**src/rtl/chime_arbiter.sv**
```systemverilog
// Priority arbiter sharing the piezo buzzer between the alarm, the hourly chime and the key click.
// Optional feature: define CHIME_ARB_REPLAY_EN to replay a chime that the alarm preempted.
module chime_arbiter #(
   parameter int unsigned CLICK_MS     = 20,
   parameter int unsigned CHIME_MS     = 200,
   parameter int unsigned ALARM_ON_MS  = 500,
   parameter int unsigned ALARM_OFF_MS = 500,
   parameter int unsigned ALARM_REPS   = 10
) (
   input  logic       clk,
   input  logic       rst_n,
   input  logic       tick_ms,
   input  logic       req_click,
   input  logic       req_chime,
   input  logic       alarm_active,
   input  logic       alarm_stop,
   input  logic       set_mode,
   output logic       buzz_en,
   output logic [1:0] tone_sel,
   output logic       busy,
   output logic       alarm_done
);

   typedef enum logic [2:0] {StIdle, StClick, StChime, StAlarmOn, StAlarmOff} state_e;

   localparam logic [15:0] ClickLast = 16'(CLICK_MS - 1);
   localparam logic [15:0] ChimeLast = 16'(CHIME_MS - 1);
   localparam logic [15:0] OnLast    = 16'(ALARM_ON_MS - 1);
   localparam logic [15:0] OffLast   = 16'(ALARM_OFF_MS - 1);
   localparam logic [7:0]  RepsLast  = 8'(ALARM_REPS - 1);

   state_e      state_q, state_d;
   logic        pend_click_q, pend_click_d;
   logic        pend_chime_q, pend_chime_d;
   logic        armed_q;
   logic [15:0] ms_cnt_q;
   logic [7:0]  rep_cnt_q;
   logic [15:0] dur_last;
   logic [1:0]  tone_d;
   logic        dur_done, alarm_elig, in_alarm, alarm_end, entering;

`ifdef CHIME_ARB_REPLAY_EN
   logic replay_q;

   // Remember a chime cut short by the alarm until the alarm sequence ends.
   always_ff @(posedge clk or negedge rst_n) begin
      if (!rst_n) begin
         replay_q <= 1'b0;
      end else if (state_q == StChime && state_d == StAlarmOn) begin
         replay_q <= 1'b1;
      end else if (alarm_end) begin
         replay_q <= 1'b0;
      end
   end
`endif

   always_comb begin
      dur_last = 16'd0;
      case (state_q)
         StClick:    dur_last = ClickLast;
         StChime:    dur_last = ChimeLast;
         StAlarmOn:  dur_last = OnLast;
         StAlarmOff: dur_last = OffLast;
         default:    dur_last = 16'd0;
      endcase
   end

   assign dur_done   = tick_ms && (ms_cnt_q == dur_last);
   assign alarm_elig = alarm_active && armed_q;
   assign in_alarm   = (state_q == StAlarmOn) || (state_q == StAlarmOff);

   always_comb begin
      state_d = state_q;
      case (state_q)
         StIdle: begin
            if (alarm_elig)        state_d = StAlarmOn;
            else if (pend_chime_q) state_d = StChime;
            else if (pend_click_q) state_d = StClick;
         end
         StClick, StChime: begin
            if (alarm_elig)    state_d = StAlarmOn;
            else if (dur_done) state_d = StIdle;
         end
         StAlarmOn: begin
            if (alarm_stop)    state_d = StIdle;
            else if (dur_done) state_d = StAlarmOff;
         end
         StAlarmOff: begin
            if (alarm_stop)    state_d = StIdle;
            else if (dur_done) state_d = (rep_cnt_q == RepsLast) ? StIdle : StAlarmOn;
         end
         default: state_d = StIdle;
      endcase
   end

   assign alarm_end = in_alarm && (state_d == StIdle);
   assign entering  = (state_d != state_q);

   // Entry clears a flag after any same-edge request, so a request that meets its own state is lost.
   always_comb begin
      pend_click_d = pend_click_q;
      pend_chime_d = pend_chime_q;
      if (req_click && state_q != StClick) pend_click_d = 1'b1;
      if (req_chime && !set_mode && state_q != StChime) pend_chime_d = 1'b1;
`ifdef CHIME_ARB_REPLAY_EN
      if (alarm_end && replay_q && !set_mode) pend_chime_d = 1'b1;
`endif
      if (entering && state_d == StClick) pend_click_d = 1'b0;
      if (entering && state_d == StChime) pend_chime_d = 1'b0;
   end

   always_comb begin
      tone_d = 2'd0;
      unique case (state_d)
         StClick:               tone_d = 2'd1;
         StChime:               tone_d = 2'd2;
         StAlarmOn, StAlarmOff: tone_d = 2'd3;
         default:               tone_d = 2'd0;
      endcase
   end

   always_ff @(posedge clk or negedge rst_n) begin
      if (!rst_n) begin
         state_q      <= StIdle;
         pend_click_q <= 1'b0;
         pend_chime_q <= 1'b0;
         armed_q      <= 1'b1;
         ms_cnt_q     <= 16'd0;
         rep_cnt_q    <= 8'd0;
         buzz_en      <= 1'b0;
         tone_sel     <= 2'd0;
         busy         <= 1'b0;
         alarm_done   <= 1'b0;
      end else begin
         state_q      <= state_d;
         pend_click_q <= pend_click_d;
         pend_chime_q <= pend_chime_d;

         if (alarm_end)          armed_q <= 1'b0;
         else if (!alarm_active) armed_q <= 1'b1;

         if (entering)                          ms_cnt_q <= 16'd0;
         else if (tick_ms && state_q != StIdle) ms_cnt_q <= ms_cnt_q + 16'd1;

         if (state_d != StAlarmOn && state_d != StAlarmOff) rep_cnt_q <= 8'd0;
         else if (state_q == StAlarmOff && dur_done)        rep_cnt_q <= rep_cnt_q + 8'd1;

         buzz_en    <= (state_d == StClick) || (state_d == StChime) || (state_d == StAlarmOn);
         tone_sel   <= tone_d;
         busy       <= (state_d != StIdle);
         alarm_done <= alarm_end;
      end
   end

endmodule

```
**config.mk**
```make
export PLATFORM = sky130hd
export DESIGN_NAME = chime_arbiter
export DESIGN_NICKNAME = d
export VERILOG_FILES = /design/src/rtl/chime_arbiter.sv
export SDC_FILE = /design/constraint.sdc
export NUM_CORES = 1
export LEC_CHECK = 0
export BUFFER_PORTS_ARGS = -buffer_cell sky130_fd_sc_hd__buf_2
export CAP_MARGIN = 20
export CELL_PAD_IN_SITES_DETAIL_PLACEMENT = 0
export CELL_PAD_IN_SITES_GLOBAL_PLACEMENT = 1
export CORE_ASPECT_RATIO = 1.1
export CORE_MARGIN = 2
export CORE_UTILIZATION = 45
export CTS_BUF_LIST = sky130_fd_sc_hd__clkbuf_2 sky130_fd_sc_hd__clkbuf_4 sky130_fd_sc_hd__clkbuf_8
export CTS_CLUSTER_SIZE = 20
export DETAILED_ROUTE_END_ITERATION = 7
export GPL_ROUTABILITY_DRIVEN = 0
export PLACE_DENSITY_LB_ADDON = 0.1
export SYNTH_ARGS = -nofsm -noshare
export SYNTH_HDL_FRONTEND = slang
export SYNTH_SLANG_ARGS = --single-unit
```
**constraint.sdc**
```tcl
create_clock -name clk -period 7.17 [get_ports clk]
set_input_delay 0.3585 -clock clk [delete_from_list [all_inputs] [get_ports clk]]
set_output_delay 0.3585 -clock clk [all_outputs]
set_load 0.01 [all_outputs]
```
Word-level counts from Yosys, hierarchy flattened:

Cells that the tools add are included.

* bits of input ports: 8
* bits in registers: 35
* output and inout port bits: 5

* muxes and demuxes: 23
* reductions and logical operators: 26
* eq/ne operators: 16
* $add $sub $neg: 2

Operator list (count)
* 16-bit 2-to-1 mux: 2
* 3-bit 2-to-1 mux: 9
* 9-bit case mux with 3 select lines: 1
* 16-bit by 1-bit adder with 16-bit output (second input constant): 1
* 16-bit == test: 1
* 8-bit 2-to-1 mux: 2
* 3-bit by 2-bit == test with 1-bit output (second input constant): 4
* 3-bit case mux with 4 select lines: 1
* 1-bit logical AND: 11
* 8-bit by 1-bit adder with 8-bit output (second input constant): 1
* 8-bit by 4-bit == test with 1-bit output (second input constant): 1
* 2-bit nonzero test: 4
* 3-bit by 1-bit == test with 1-bit output (second input constant): 2
* 3-bit == test (second input constant): 2
* 3-bit logical NOT: 2
* 1-bit 2-to-1 mux: 6
* 3-bit by 2-bit != test with 1-bit output (second input constant): 2
* 2-bit case mux with 3 select lines: 1
* 3-bit nonzero test: 2
* 2-bit OR reduction: 3
* 1-bit logical OR: 3
* 3-bit by 1-bit != test with 1-bit output (second input constant): 1
* 3-bit != test: 1
* 3-bit != test (second input constant): 1
* 3 further kinds: 3

Depth between registers and ports, before layout:

* word-level depth: 11
* mapped depth: 10
* mapped depth without buffers: 9

Worst setup path before layout:

Ideal clock, no wire load.

* path kind: reg-to-reg
* start point: register rep_cnt_q[5]
* end point: register ms_cnt_q[0]
* stages on the path, launching flop included: 9
* setup slack: 4.407 ns
* arrival time: 2.635 ns
* setup time: 0.129 ns
* required time: 7.041 ns
* path buffers: 1
* cells stage by stage: dfrtp_1 or4_1 o31ai_1 o21ai_0 a2111oi_0 a211oi_1 a31oi_1 buf_2 nor3_2

* cells in the longest elaborated chain, start to end: 7
* elaborated cells between the ends (all ways): 8
* those cells by class: eq/ne: 2; mux: 5; reduce/logical: 1

RTL lines
* start, declared: RTL line 37 `logic [7:0] rep_cnt_q;`
* start signal, assigned: RTL line 146 `else if (state_q == StAlarmOff && dur_done) rep_cnt_q <= rep_cnt_q + 8'd1;`
* 8-bit by 4-bit == test with 1-bit output *: RTL line 90 `else if (dur_done) state_d = (rep_cnt_q == RepsLast) ? StIdle : StAlarmOn;`
* 2-bit 2-to-1 mux *: RTL line 90
* 3-bit 2-to-1 mux *: RTL line 90
* 3-bit 2-to-1 mux *: RTL line 89 `if (alarm_stop) state_d = StIdle;`
* 3-bit case mux with 4 select lines *: RTL line 74 `case (state_q)`
* 3-bit != test *: RTL line 97 `assign entering = (state_d != state_q);`
* 16-bit 2-to-1 mux or 2-bit nonzero test (tied branches)
* end signal, assigned: RTL line 143 `else if (tick_ms && state_q != StIdle) ms_cnt_q <= ms_cnt_q + 16'd1;`
* end, declared: RTL line 36 `logic [15:0] ms_cnt_q;`

Every way passes the cells marked *; elsewhere a longest branch is shown, timed or not.
A chain may end at the register's enable or synchronous reset.

Worst setup path after layout:

* start point: register state_q[1]
* end point: register ms_cnt_q[5]

* cells in the longest elaborated chain, start to end: 10
* elaborated cells between the ends (all ways): 25
* those cells by class: eq/ne: 6; mux: 12; reduce/logical: 7

RTL lines
* start, declared: RTL line 32 `state_e state_q, state_d;`
* start signal, assigned: RTL line 124 `state_q <= StIdle;`
* start signal, assigned: RTL line 135 `state_q <= state_d;`
* 3-bit by 2-bit == test with 1-bit output or 3-bit == test (tied branches): RTL line 59, 74
* 2-bit OR reduction (no source line)
* 9-bit case mux with 3 select lines: RTL line 59 `case (state_q)`
* 16-bit == test: RTL line 68 `assign dur_done = tick_ms && (ms_cnt_q == dur_last);`
* 1-bit logical AND: RTL line 68
* 3-bit 2-to-1 mux, on equally long branches: RTL line 90, 82, 86
* 3-bit 2-to-1 mux, on equally long branches: RTL line 89, 81, 85
* 3-bit case mux with 4 select lines *: RTL line 74
* via state_d[0]: RTL line 32
* 3-bit != test *: RTL line 97
* 16-bit 2-to-1 mux or 2-bit nonzero test (tied branches)

Mark *: on every way through the listed nets, which the timed path passes. The rest lies on a longest branch.

==> impl_results.md <==
- CTS Sinks: 35
- Die X: 69.7 um
- Total Routing Usage GR: 18.4%
- Syn Inst Count: 229
- RSZ-0062 raised after global routing: false
- Via count: 1722
- Slew headroom: 28.7%
- NumNets Final: 248
- Crit path arrival time: 3.61 ns
- #FFs+latches synth: 35
- Post-synth top area cell: dfrtp_1
- Largest net degree at the start of global routing: 36
- Worst slew pin tran: 1.07 ns
- Final hold violation count: 0
- Yosys warning count: 0
- Met2 usage: 30.4%
- Port bufs: 12
- CP Cell Sequence: or3_4 > a211o_1 > a21o_1 > a211oi_4 > mux2i_1 > a2111o_1 > nor3_1
- CP peak stage delay: 0.72 ns
- Layout cell share with drive strength beyond 1: 15.1%
- Peak VDD IR: 0.312 mV
- Crit-path slowest cell: a2111o_1
- Clk_skew: 0.00582 ns
- Final cycle utilization of the critical path: 48.7%
- Pins Over Slew Limit: 0
- Top cells by area, synth: dfrtp_1 40%, xor2_1 5.3%, nor3_2 4.7%
- Initial antenna violation count: 0
- Full die area: 5320 um^2
- Met3 Usage GRT: 4.10%
- Instance count on the critical path: 7
- Syn Area/Cell: 9.34 um^2
- Root Driver: clkbuf_8
- DP HPWL: 3370 um
- Most used DFF post-synth: dfrtp_1
- Worst Setup Start Kind: register
- Buffers and inverters on the worst path: 0
- Max_cap viols: 0
- Top Ports: 13
- PD cells: 335 nW/um^2
- CTS buffer count: 5
- Req. time, crit path: 7.29 ns
- Vias/cell: 5.86
- Sequential Area: 877 um^2
- Post-CTS sizing: 0
- FILL cells: 441
- DRC viols: 0
- Multi-input gate area: 1180 um^2
- Clk buf depth: 2
- Async S/R FF share, synth: 100%
- GR Overflow Total: 0
- First-pass GRT wire length: 7880 um
- Total wire length: 4740 um
- DR WL/cell: 16.1 um
- Layer with the highest usage: met2
- ANT nets after route: 0
- Post-CTS Setup Inserts: 0
- Synth top area share: 39.8%
- Iter 0 DRT Violations: 113
- Floorplan core area: 4620 um^2
- Vias in the first global route: 1653
- H-Tree Depth: 2
- Outcome: completed
- Crit path max-delay family: compound AO/OA/AOI/OAI gates
- Number of diodes: 0
- Cell row count: 26
- Drt pass-1 iters: 5
- FMAX: 286 MHz
- Count leader, synth: dfrtp_1
- Min-Delay Path Class: in -> async
- # setup viols final: 0
- Yosys cell types: 52
- GR Util met1: 24.7%
- Syn Nets: 240
- Total power draw: 780 uW
- Die H: 76.3 um
- R2r worst-path depth: 7
- Mapped cell area: 2140 um^2
- Initial core utilization: 46.3%
- Setup crit end kind: register
- CTS tree: built
- Clk slew on worst S/H paths: 0.07 ns
- Area grow syn2layout: 8.95%
- Setup TNS: 0 ns
- Sequential area share after synthesis: 41.0%
- CP Class: reg -> reg
- Min Tclk post-route: 3.49 ns
- Worst-Skew Late Latency: 0.29 ns
- CP max FO: 19
- Number of synthesized flops with an enable pin: 0
- Leak pwr: 0.000954 uW
- Cts hold-fix bufs: 0
- Post-synth top cells: 34 x dfrtp_1, 19 x nand2_1, 17 x nor2_1, 14 x nor3_1, 13 x xor2_1
-- layout make-up --
type | count | area share, %
Multi-Input combinational cell | 176 | 50.6
Sequential cell | 35 | 37.6
Clock buffer | 6 | 3.54
Tap cell | 56 | 3.01
Timing Repair Buffer | 12 | 2.58
Clock inverter | 2 | 1.50
Inverter | 7 | 1.13
-- where the power goes --
group	switching [uW]	internal, uW
registers	39.0	227
clock network	73.2	113
logic	227	102
total	339	441
-- registers in the layout, summed over array words and instances, names as in the netlist --
name / cells
tone_sel: 2
rep_cnt_q: 8
buzz_en: 1
armed_q: 1
pend_chime_q: 1
state_q: 3
ms_cnt_q: 16
pend_click_q: 1
busy: 1
alarm_done: 1
-- cell usage in the layout, fill, tap and decap left out, types with 2 or more instances in the layout --
master and n:
o21ai_0 6, nand3_1 12, nand4_1 6, nand2b_1 3, inv_1 7, or3_1 4
xnor2_1 8, and2_1 2, a32o_1 2, dfrtp_1 34, buf_2 12, nor2b_1 6
nor3_1 14, nor4_1 2, nor3b_1 3, mux2i_1 3, xor2_1 13, and3_1 5
nor2_1 17, nor3_2 10, a211o_1 2, a21oi_1 10, a21o_1 2, clkbuf_8 6
ha_1 3, nand2_1 19
-- cells by family after synthesis --
group                    after synthesis  synth area share [%]
AO/OA/AOI/OAI                         38                  13.0
AND/OR/NAND/NOR                      110                  29.5
adder cells (fa/ha/maj)                3                  1.76
multiplexers                           4                  1.93
buffers and inverters                 18                  4.15
flip-flops                            35                  41.0
XOR/XNOR                              21                  8.60
-- layer usage --
| metal | vias to the layer above | wire [um] |
|---|---|---|
| li1 | 835 | - |
| met1 | 855 | 2190 |
| met2 | 28 | 2360 |
| met3 | 4 | 151 |
| met4 | 0 | 39 |
| met5 | - | 0 |
-- metrics by stage --
step                      utilization [%]  instances  area [um^2]  hold WS [ns]  worst slack, ns
after floorplan                         -        229         2140        0.0629             4.41
after global placement               47.9        286         2210         0.455             3.81
after detailed placement             47.9        286         2210         0.464             3.71
after CTS                            50.4        294         2330         0.175             3.69
after global routing                 50.4        294         2330         0.200             3.46
final                                50.4        294         2330         0.144             3.68
-- path summary, 6_finish.rpt --
path / to / start / slack, ns
worst max-delay path: ms_cnt_q[5] / state_q[1] / 3.68
worst min register to register: armed_q / armed_q / 0.47
max in group asynchronous: ms_cnt_q[2] / rst_n / 6.53
worst max register to register: ms_cnt_q[5] / state_q[1] / 3.68
worst min-delay path: ms_cnt_q[11] / rst_n / 0.14
min in group clk: armed_q / alarm_active / 0.23
Note: power is estimated with default switching activity, not from simulation.
